**src/rtl/noc_pkg.sv**
```systemverilog
// Shared mesh-NoC definitions: packet field layout, router direction codes,
// injector FSM states and the packet assembly helper.
package noc_pkg;

  localparam int PKT_W     = 40;
  localparam int SRC_MSB   = 39;
  localparam int SRC_LSB   = 38;
  localparam int DST_MSB   = 37;
  localparam int DST_LSB   = 36;
  localparam int SEQ_MSB   = 35;
  localparam int SEQ_LSB   = 32;
  localparam int PAYLOAD_W = 32;
  localparam int ADDR_W    = 2;
  localparam int ENTRY_W   = ADDR_W + PAYLOAD_W;

  localparam logic [1:0] DIR_RST   = 2'b00;
  localparam logic [1:0] DIR_X     = 2'b01;
  localparam logic [1:0] DIR_Y     = 2'b10;
  localparam logic [1:0] DIR_LOCAL = 2'b11;

  typedef enum logic {
    ST_IDLE = 1'b0,
    ST_SEND = 1'b1
  } inj_state_t;

  function automatic logic [PKT_W-1:0] build_pkt(
    input logic [ADDR_W-1:0]          src,
    input logic [ADDR_W-1:0]          dst,
    input logic [SEQ_MSB-SEQ_LSB:0]   seq,
    input logic [PAYLOAD_W-1:0]       payload
  );
    return {src, dst, seq, payload};
  endfunction

endpackage

```
**src/rtl/sync_fifo.sv**
```systemverilog
// Single-clock FIFO with a combinational head read and an occupancy count.
// Pushes into a full FIFO and pops from an empty one are ignored.
module sync_fifo #(
  parameter int WIDTH = 34,
  parameter int DEPTH = 4
) (
  input  logic                     clk,
  input  logic                     rst_n,
  input  logic                     push,
  input  logic                     pop,
  input  logic [WIDTH-1:0]         din,
  output logic [WIDTH-1:0]         dout,
  output logic                     full,
  output logic                     empty,
  output logic [$clog2(DEPTH):0]   level
);

  localparam int AW = $clog2(DEPTH);
  localparam int LW = AW + 1;

  logic [WIDTH-1:0] mem [DEPTH];
  logic [AW-1:0]    wr_ptr;
  logic [AW-1:0]    rd_ptr;
  logic             do_push;
  logic             do_pop;

  assign full    = (level == LW'(DEPTH));
  assign empty   = (level == '0);
  assign do_push = push && !full;
  assign do_pop  = pop && !empty;
  assign dout    = mem[rd_ptr];

  // Storage is not reset; the level counter alone defines what is valid.
  always_ff @(posedge clk) begin
    if (do_push) mem[wr_ptr] <= din;
  end

  // DEPTH is a power of two, so the pointers wrap naturally.
  always_ff @(posedge clk or negedge rst_n) begin
    if (!rst_n) begin
      wr_ptr <= '0;
      rd_ptr <= '0;
      level  <= '0;
    end else begin
      if (do_push) wr_ptr <= wr_ptr + AW'(1);
      if (do_pop)  rd_ptr <= rd_ptr + AW'(1);
      case ({do_push, do_pop})
        2'b10:   level <= level + LW'(1);
        2'b01:   level <= level - LW'(1);
        default: level <= level;
      endcase
    end
  end

endmodule

```
**src/rtl/packet_injector.sv**
```systemverilog
// Source-side network interface: queues core requests and emits stamped
// 40-bit packets {src, dst, seq, payload} over a valid/ready link.
module packet_injector
  import noc_pkg::*;
#(
  parameter int DEPTH = 4,
  parameter int SEQ_W = 4
) (
  input  logic                     clk,
  input  logic                     rst_n,
  input  logic [1:0]               current_location,
  input  logic                     req_valid,
  output logic                     req_ready,
  input  logic [1:0]               req_dst,
  input  logic [31:0]              req_payload,
  output logic                     pkt_valid,
  input  logic                     pkt_ready,
  output logic [39:0]              pkt_dout,
  output logic [$clog2(DEPTH):0]   fifo_level,
  output logic [7:0]               sent_count
);

  inj_state_t           state;
  inj_state_t           state_nxt;
  logic                 fifo_full;
  logic                 fifo_empty;
  logic [ENTRY_W-1:0]   fifo_head;
  logic                 push;
  logic                 pop;
  logic                 xfer;
  logic [SEQ_W-1:0]     seq_cnt;

  // Ready depends only on registered occupancy and the reset pin, never on pkt_ready.
  assign req_ready = rst_n && !fifo_full;
  assign push      = req_valid && req_ready;
  assign pkt_valid = (state == ST_SEND);
  assign xfer      = pkt_valid && pkt_ready;

  sync_fifo #(
    .WIDTH (ENTRY_W),
    .DEPTH (DEPTH)
  ) u_fifo (
    .clk   (clk),
    .rst_n (rst_n),
    .push  (push),
    .pop   (pop),
    .din   ({req_dst, req_payload}),
    .dout  (fifo_head),
    .full  (fifo_full),
    .empty (fifo_empty),
    .level (fifo_level)
  );

  always_comb begin
    state_nxt = state;
    pop       = 1'b0;
    unique case (state)
      ST_IDLE: begin
        if (!fifo_empty) begin
          pop       = 1'b1;
          state_nxt = ST_SEND;
        end
      end
      ST_SEND: begin
        if (pkt_ready) begin
          if (!fifo_empty) pop = 1'b1;
          else             state_nxt = ST_IDLE;
        end
      end
      default: state_nxt = ST_IDLE;
    endcase
  end

  always_ff @(posedge clk or negedge rst_n) begin
    if (!rst_n) begin
      state      <= ST_IDLE;
      pkt_dout   <= '0;
      seq_cnt    <= '0;
      sent_count <= '0;
    end else begin
      state <= state_nxt;
      if (pop) begin
        pkt_dout <= build_pkt(current_location,
                              fifo_head[ENTRY_W-1:PAYLOAD_W],
                              seq_cnt,
                              fifo_head[PAYLOAD_W-1:0]);
        seq_cnt  <= seq_cnt + SEQ_W'(1);
      end
      if (xfer) sent_count <= sent_count + 8'd1;
    end
  end

endmodule

```
**config.mk**
```make
export PLATFORM = sky130hd
export DESIGN_NAME = packet_injector
export DESIGN_NICKNAME = d
export VERILOG_FILES = /design/src/rtl/noc_pkg.sv /design/src/rtl/sync_fifo.sv /design/src/rtl/packet_injector.sv
export SDC_FILE = /design/constraint.sdc
export NUM_CORES = 1
export LEC_CHECK = 0
export CAP_MARGIN = 40
export CORE_MARGIN = 2
export CORE_UTILIZATION = 55
export DETAILED_ROUTE_END_ITERATION = 10
export GPL_TIMING_DRIVEN = 0
export PLACE_DENSITY = 0.79
export SETUP_SLACK_MARGIN = 0.05
export SLEW_MARGIN = 20
export SYNTH_ARGS = -nofsm -noshare
export SYNTH_HDL_FRONTEND = slang
export SYNTH_SLANG_ARGS = --single-unit
```
**constraint.sdc**
```tcl
create_clock -name clk -period 3.92 [get_ports clk]
set_input_delay 0.392 -clock clk [delete_from_list [all_inputs] [get_ports clk]]
set_output_delay 0.392 -clock clk [all_outputs]
set_load 0.05 [all_outputs]
```
==> flow_summary.toml <==
[outcome]
outcome = "finished, final reports clean"

[setup_path]
reg2reg_slack_ns = 1.57
arrival_ns = 2.32
startpoint_type = "input pin"
crit_type = "in -> out"
cp_max_fo = 33
end_kind = "primary output"
regToRegStartpoint = "pkt_valid"
worstRegToRegCells = 9
r2r_end = "u_fifo.level[2]"
cp.required_ns = 3.53

[global_routing]
grt_pass1_wl_um = 20800
grt_pass1_vias = 3807
grt_usage_pct = 19.5
grt_start_max_net_pins = 34
antenna_found_initial = 0
gr-total-overflow = 0

[timing]
rsz0062_at_grt = "false"
finalMaxSlewViolations = 0
post-route-period-util_pct = 69.2
slew-limit-headroom_pct = 63.4
fmax_mhz = 369
finalHoldViolations = 0
finalSetupViolCount = 0
fin_crit_ns = 2.71
timing.hold.ws_ns = 0.455
skew_ns = 0.0109
max_slew.worst_pin.slew_ns = 0.547

[synth]
syn_area_um2 = 7530
syn-mean-instance-area_um2 = 21.9
yosys-top-cells-count = "edfxtp_1 (136), dfrtp_1 (60), mux2_4 (28), mux4_2 (28), xnor2_1 (11)"
synth_cell_types = 33
synth-simple-area-share_pct = 1.96
synth_fp_nets = 392
synthCells = 344
synthAdderAreaFrac_pct = 1.43
synth.area.mux_share_pct = 18.4
ys_ff_latch = 196
synth-seq-area-share_pct = 74.1
yosysMostFrequentCell = "edfxtp_1"
yosysWarnings = 0
synth_area_leaders = "edfxtp_1 (54%), dfrtp_1 (20%), mux4_2 (8.4%)"
synth_xor_area_share_pct = 1.86
synth-compound-area-share_pct = 0.249
synthFlopType = "edfxtp_1"
synth_top_family_by_area = "multiplexers"
synth_top_cell_area_share_pct = 54.2
postSynth.asyncResetShare_pct = 30.6
yosys.area.top_type = "edfxtp_1"
synth_edf_count = 136

[clock_network]
clk-insertion-delay-late_ns = 0.43
clockRootBuffer = "clkbuf_16"
cts_tree = "yes"
clk_pin_slew_ns = 0.06
cts_max_level = 4
numCtsBuffers = 17
clock_sinks = 196
clockBufferDepth = 2

[route]
postRouteWirelength_um = 13100
detail_route.wl_per_cell_um = 20.2
post-route-drc-count = 0
vias_per_cell = 5.46
first_pass_iters = 4
drt-initial-drc-count = 229
drt.antenna.violating_nets = 0
vias = 3549

[hold_path]
hp-class = "in -> async"

[die]
die-area_um2 = 14600
io_pins = 93
die_x_um = 121
initial_core_util_pct = 56.7
core_area_um2 = 13300
rows = 42
fp.dieH_um = 121

[power_and_ir_drop]
cellPowerDensity_nw_per_um2 = 835
vdd_drop_max_mv = 0.391
power.leakage_nw = 3.43

[final_layout]
utilization_pct = 70.6
num_antenna_cells = 0
seq_area_um2 = 5590
area_growth_pct = 24.6
n_fill_cell = 850
drive_above_1_share_pct = 24.7
multi_input_area_um2 = 1810
layout.nets = 509

[place]
gp_congestion = 0.705
io_buffers = 92
hpwlAfterDp_um = 8360

[run]
max_cap_violations = 0
## power by group
group          internal, mW  leakage, nW  switching, mW
logic                  1.42         1.22           1.76
clock network         0.946        0.277          0.746
registers              2.70         1.94          0.275
## logic make-up (layout without fill, tap and decap cells)
logic type | after synthesis | after routing
AOI/OAI and AO/OA | 2 | 2
xor gates and xnor gates | 16 | 16
adders and majority gates | 8 | 8
buffers and inverters | 19 | 149
DFF | 196 | 196
muxes | 78 | 78
and+or+nand+nor | 25 | 25
## how the worst max path moves through the flow
stage	start	to	depth (start not counted)
finish	rst_n	req_ready	4
global route	rst_n	req_ready	4
detailed placement	pkt_ready	u_fifo.level[2]	10
global placement	rst_n	u_fifo.mem[0][20]	3
CTS	rst_n	req_ready	4
floorplan	u_fifo.level[0]	u_fifo.mem[0][0]	2
## registers in the layout (all words and copies together) (netlist names)
signal and count:
sent_count 8, u_fifo.mem 136, pkt_valid 1, seq_cnt 4, pkt_dout 40, u_fifo.level 3
u_fifo.rd_ptr 2, u_fifo.wr_ptr 2
## placed cells by master (no fill, tap or decap), drive strengths merged
master and n:
and2 4, and3 1, and4 1, buf 17
bufinv 2, clkbuf 19, clkdlybuf4s50 91, clkinv 6
clkinvlp 3, dfrtp 60, dlygate4sd3 1, edfxtp 136
fa 1, ha 7, inv 10, mux2 43
mux2i 1, mux4 34, nand2 3, nand2b 1
nand3 5, nand4 3, nor2 3, nor2b 1
nor3 2, o311a 1, o31a 1, or3 1
xnor2 11, xor2 5
## critical path, stage by stage
cell             delay (ns)
dlygate4sd3_1          0.53
buf_4                  0.37
o31a_1                 0.20
clkdlybuf4s50_1        0.79
## layout make-up
cell class	instances	area share [%]
Multi-Input combinational cell	129	19.3
Sequential cell	196	59.5
Buffer	12	1.28
Timing Repair Buffer	98	11.1
Clock buffer	18	4.57
Inverter	7	0.280
Tap cell	176	2.35
Clock inverter	14	1.64
## what timing repair did
item | in CTS | in global routing
endpoints found under the hold margin | 30 | 0
gates resized for setup | 0 | 0
hold buffers | 1 | 0
setup buffers | 0 | 0
## layer usage
metal / part of all wire [%] / vias to the layer above / track usage, %
met2: 53 / 69 / 32.6
met3: 3.2 / 11 / 4.75
li1: - / 1595 / -
met1: 43 / 1874 / 25.0
met4: 1.1 / 0 / 7.41
met5: 0 / - / 0
## stage by stage
step | worst slack, ns | TNS (ns) | instance area, um^2 | std cells | power (mW)
after floorplan | 1.60 | 0 | 7530 | 344 | 5.22
after global placement | -1.74 | -238.91 | 8670 | 612 | 6.09
after detailed placement | 1.11 | 0 | 8790 | 617 | 6.21
after CTS | 1.18 | 0 | 9390 | 650 | 7.92
after global routing | 1.10 | 0 | 9390 | 650 | 8.18
final | 1.21 | 0 | 9390 | 650 | 7.84
No activity file was read; power rests on OpenSTA's default activity.
==> RTL change (same settings) <==
`DEPTH` is set to 4 in 2 places; all go to 2.
--- a/src/rtl/sync_fifo.sv
+++ b/src/rtl/sync_fifo.sv
@@ -4,3 +4,3 @@
   parameter int WIDTH = 34,
-  parameter int DEPTH = 4
+  parameter int DEPTH = 2
 ) (
--- a/src/rtl/packet_injector.sv
+++ b/src/rtl/packet_injector.sv
@@ -5,3 +5,3 @@
 #(
-  parameter int DEPTH = 4,
+  parameter int DEPTH = 2,
   parameter int SEQ_W = 4
Interface: changed (resized fifo_level); port bits go from 93 to 92. No check against the original RTL was run, so the function may have changed too.
==> RTL change against the original RTL <==
Cell area fell by 30%; total power shrank 19%; wire length down 36%; worst setup slack got worse by 0.15 ns; sequential cell count is 71 lower; area after synthesis down 35%; count of clock-buffer cells in the layout is 1 higher.
==> RTL change: results <==
set metrics [dict create \
    place_congestion 0.6869 \
    ys_types 25 \
    numCtsBuffers 17 \
    status "complete, no violations" \
    finalNetCount 407 \
    wl_met3_um 450 \
    layout-drive-gt1-share_pct 32.10 \
    fin_ws_ns 1.058 \
    dp.cells 452 \
    worst_r2r_endpoint "u_fifo.mem[0][27]$_DFFE_PP_" \
    ir_drop_mv 0.5232 \
    seq_power_share_pct 32.3 \
    synth_nets 293 \
    muxShareOfSynthArea_pct 20.25 \
    grt_max_degree 43 \
    routed_wl_mm 8.426 \
    synthCells 250 \
    hold_ws_ns 0.3127 \
    power_clock_w 0.00146 \
    clock_latency_ns 0.51 \
    placed_cell_area_um2 6031 \
    synth_xor_area_share_pct 2.675 \
    yosysSeqAreaShare_pct 70.62 \
    use_met2_pct 31.61 \
    viasPerCell 5.163 \
    yosys-top-cells-count "68 x edfxtp_1, 57 x dfrtp_1, 39 x mux2_2, 37 x mux2_4, 10 x xnor2_1" \
    cp_max_fo 42 \
    io_buffers 91 \
    first_iter_violations 95 \
    synth_fa_ha_area_share_pct 0.7643 \
    cts_root_buf "clkbuf_8" \
    finalClockSkew_ns 0.01004 \
    comb_power_share_pct 44.6 \
    leakage_nw 2.587 \
    swShare_pct 37.15 \
    grtUsageMet1_pct 23.24 \
    cp.arrival_ns 2.47 \
    ys_top_cells_by_area "edfxtp_1 42%, dfrtp_1 29%, mux2_4 11%" \
    async_flop_share_pct 45.60 \
    grt_usage_pct 19.27 \
    met1_length_mm 3.404 \
    top_regs "u_fifo.mem x68, pkt_dout x40, sent_count x8" \
    r2r_slack_ns 2.18 \
    place_ws_ns 1.563 \
    synth-compound-area-share_pct 0.3057 \
    reg2reg_from "u_fifo.level[0]$_DFFE_PN0P_" \
    grt_pass1_wl_mm 13.94 \
]
RTL change: cell count changes in the layout (fill, tap and decap cells not counted), moves of 4 or more:
cell | before | now
ha_1 | 7 | 3
nand3_1 | 5 | 1
mux2_2 | 7 | 39
mux4_1 | 6 | 0
edfxtp_1 | 136 | 68
mux4_2 | 28 | 0
buf_4 | 5 | 1
mux2_4 | 28 | 37
inv_1 | 7 | 1
mux2_1 | 8 | 0
and2_2 | 4 | 0
RTL change: final cells by class:
class / instances / area (um^2)
sequential: 125 / 3468
fill: 539 / 2076
multi-input combinational: 115 / 1319
timing repair buffer: 95 / 985.9
clock buffer: 19 / 421.7
clock inverter: 13 / 140.1
tap: 108 / 135.1
buffer: 9 / 128.9
inverter: 1 / 3.754
RTL change: critical path: stages:
cell             delay (ns)
dlygate4sd3_1          0.53
buf_4                  0.28
buf_12                 0.27
o21a_1                 0.17
clkdlybuf4s50_1        0.80
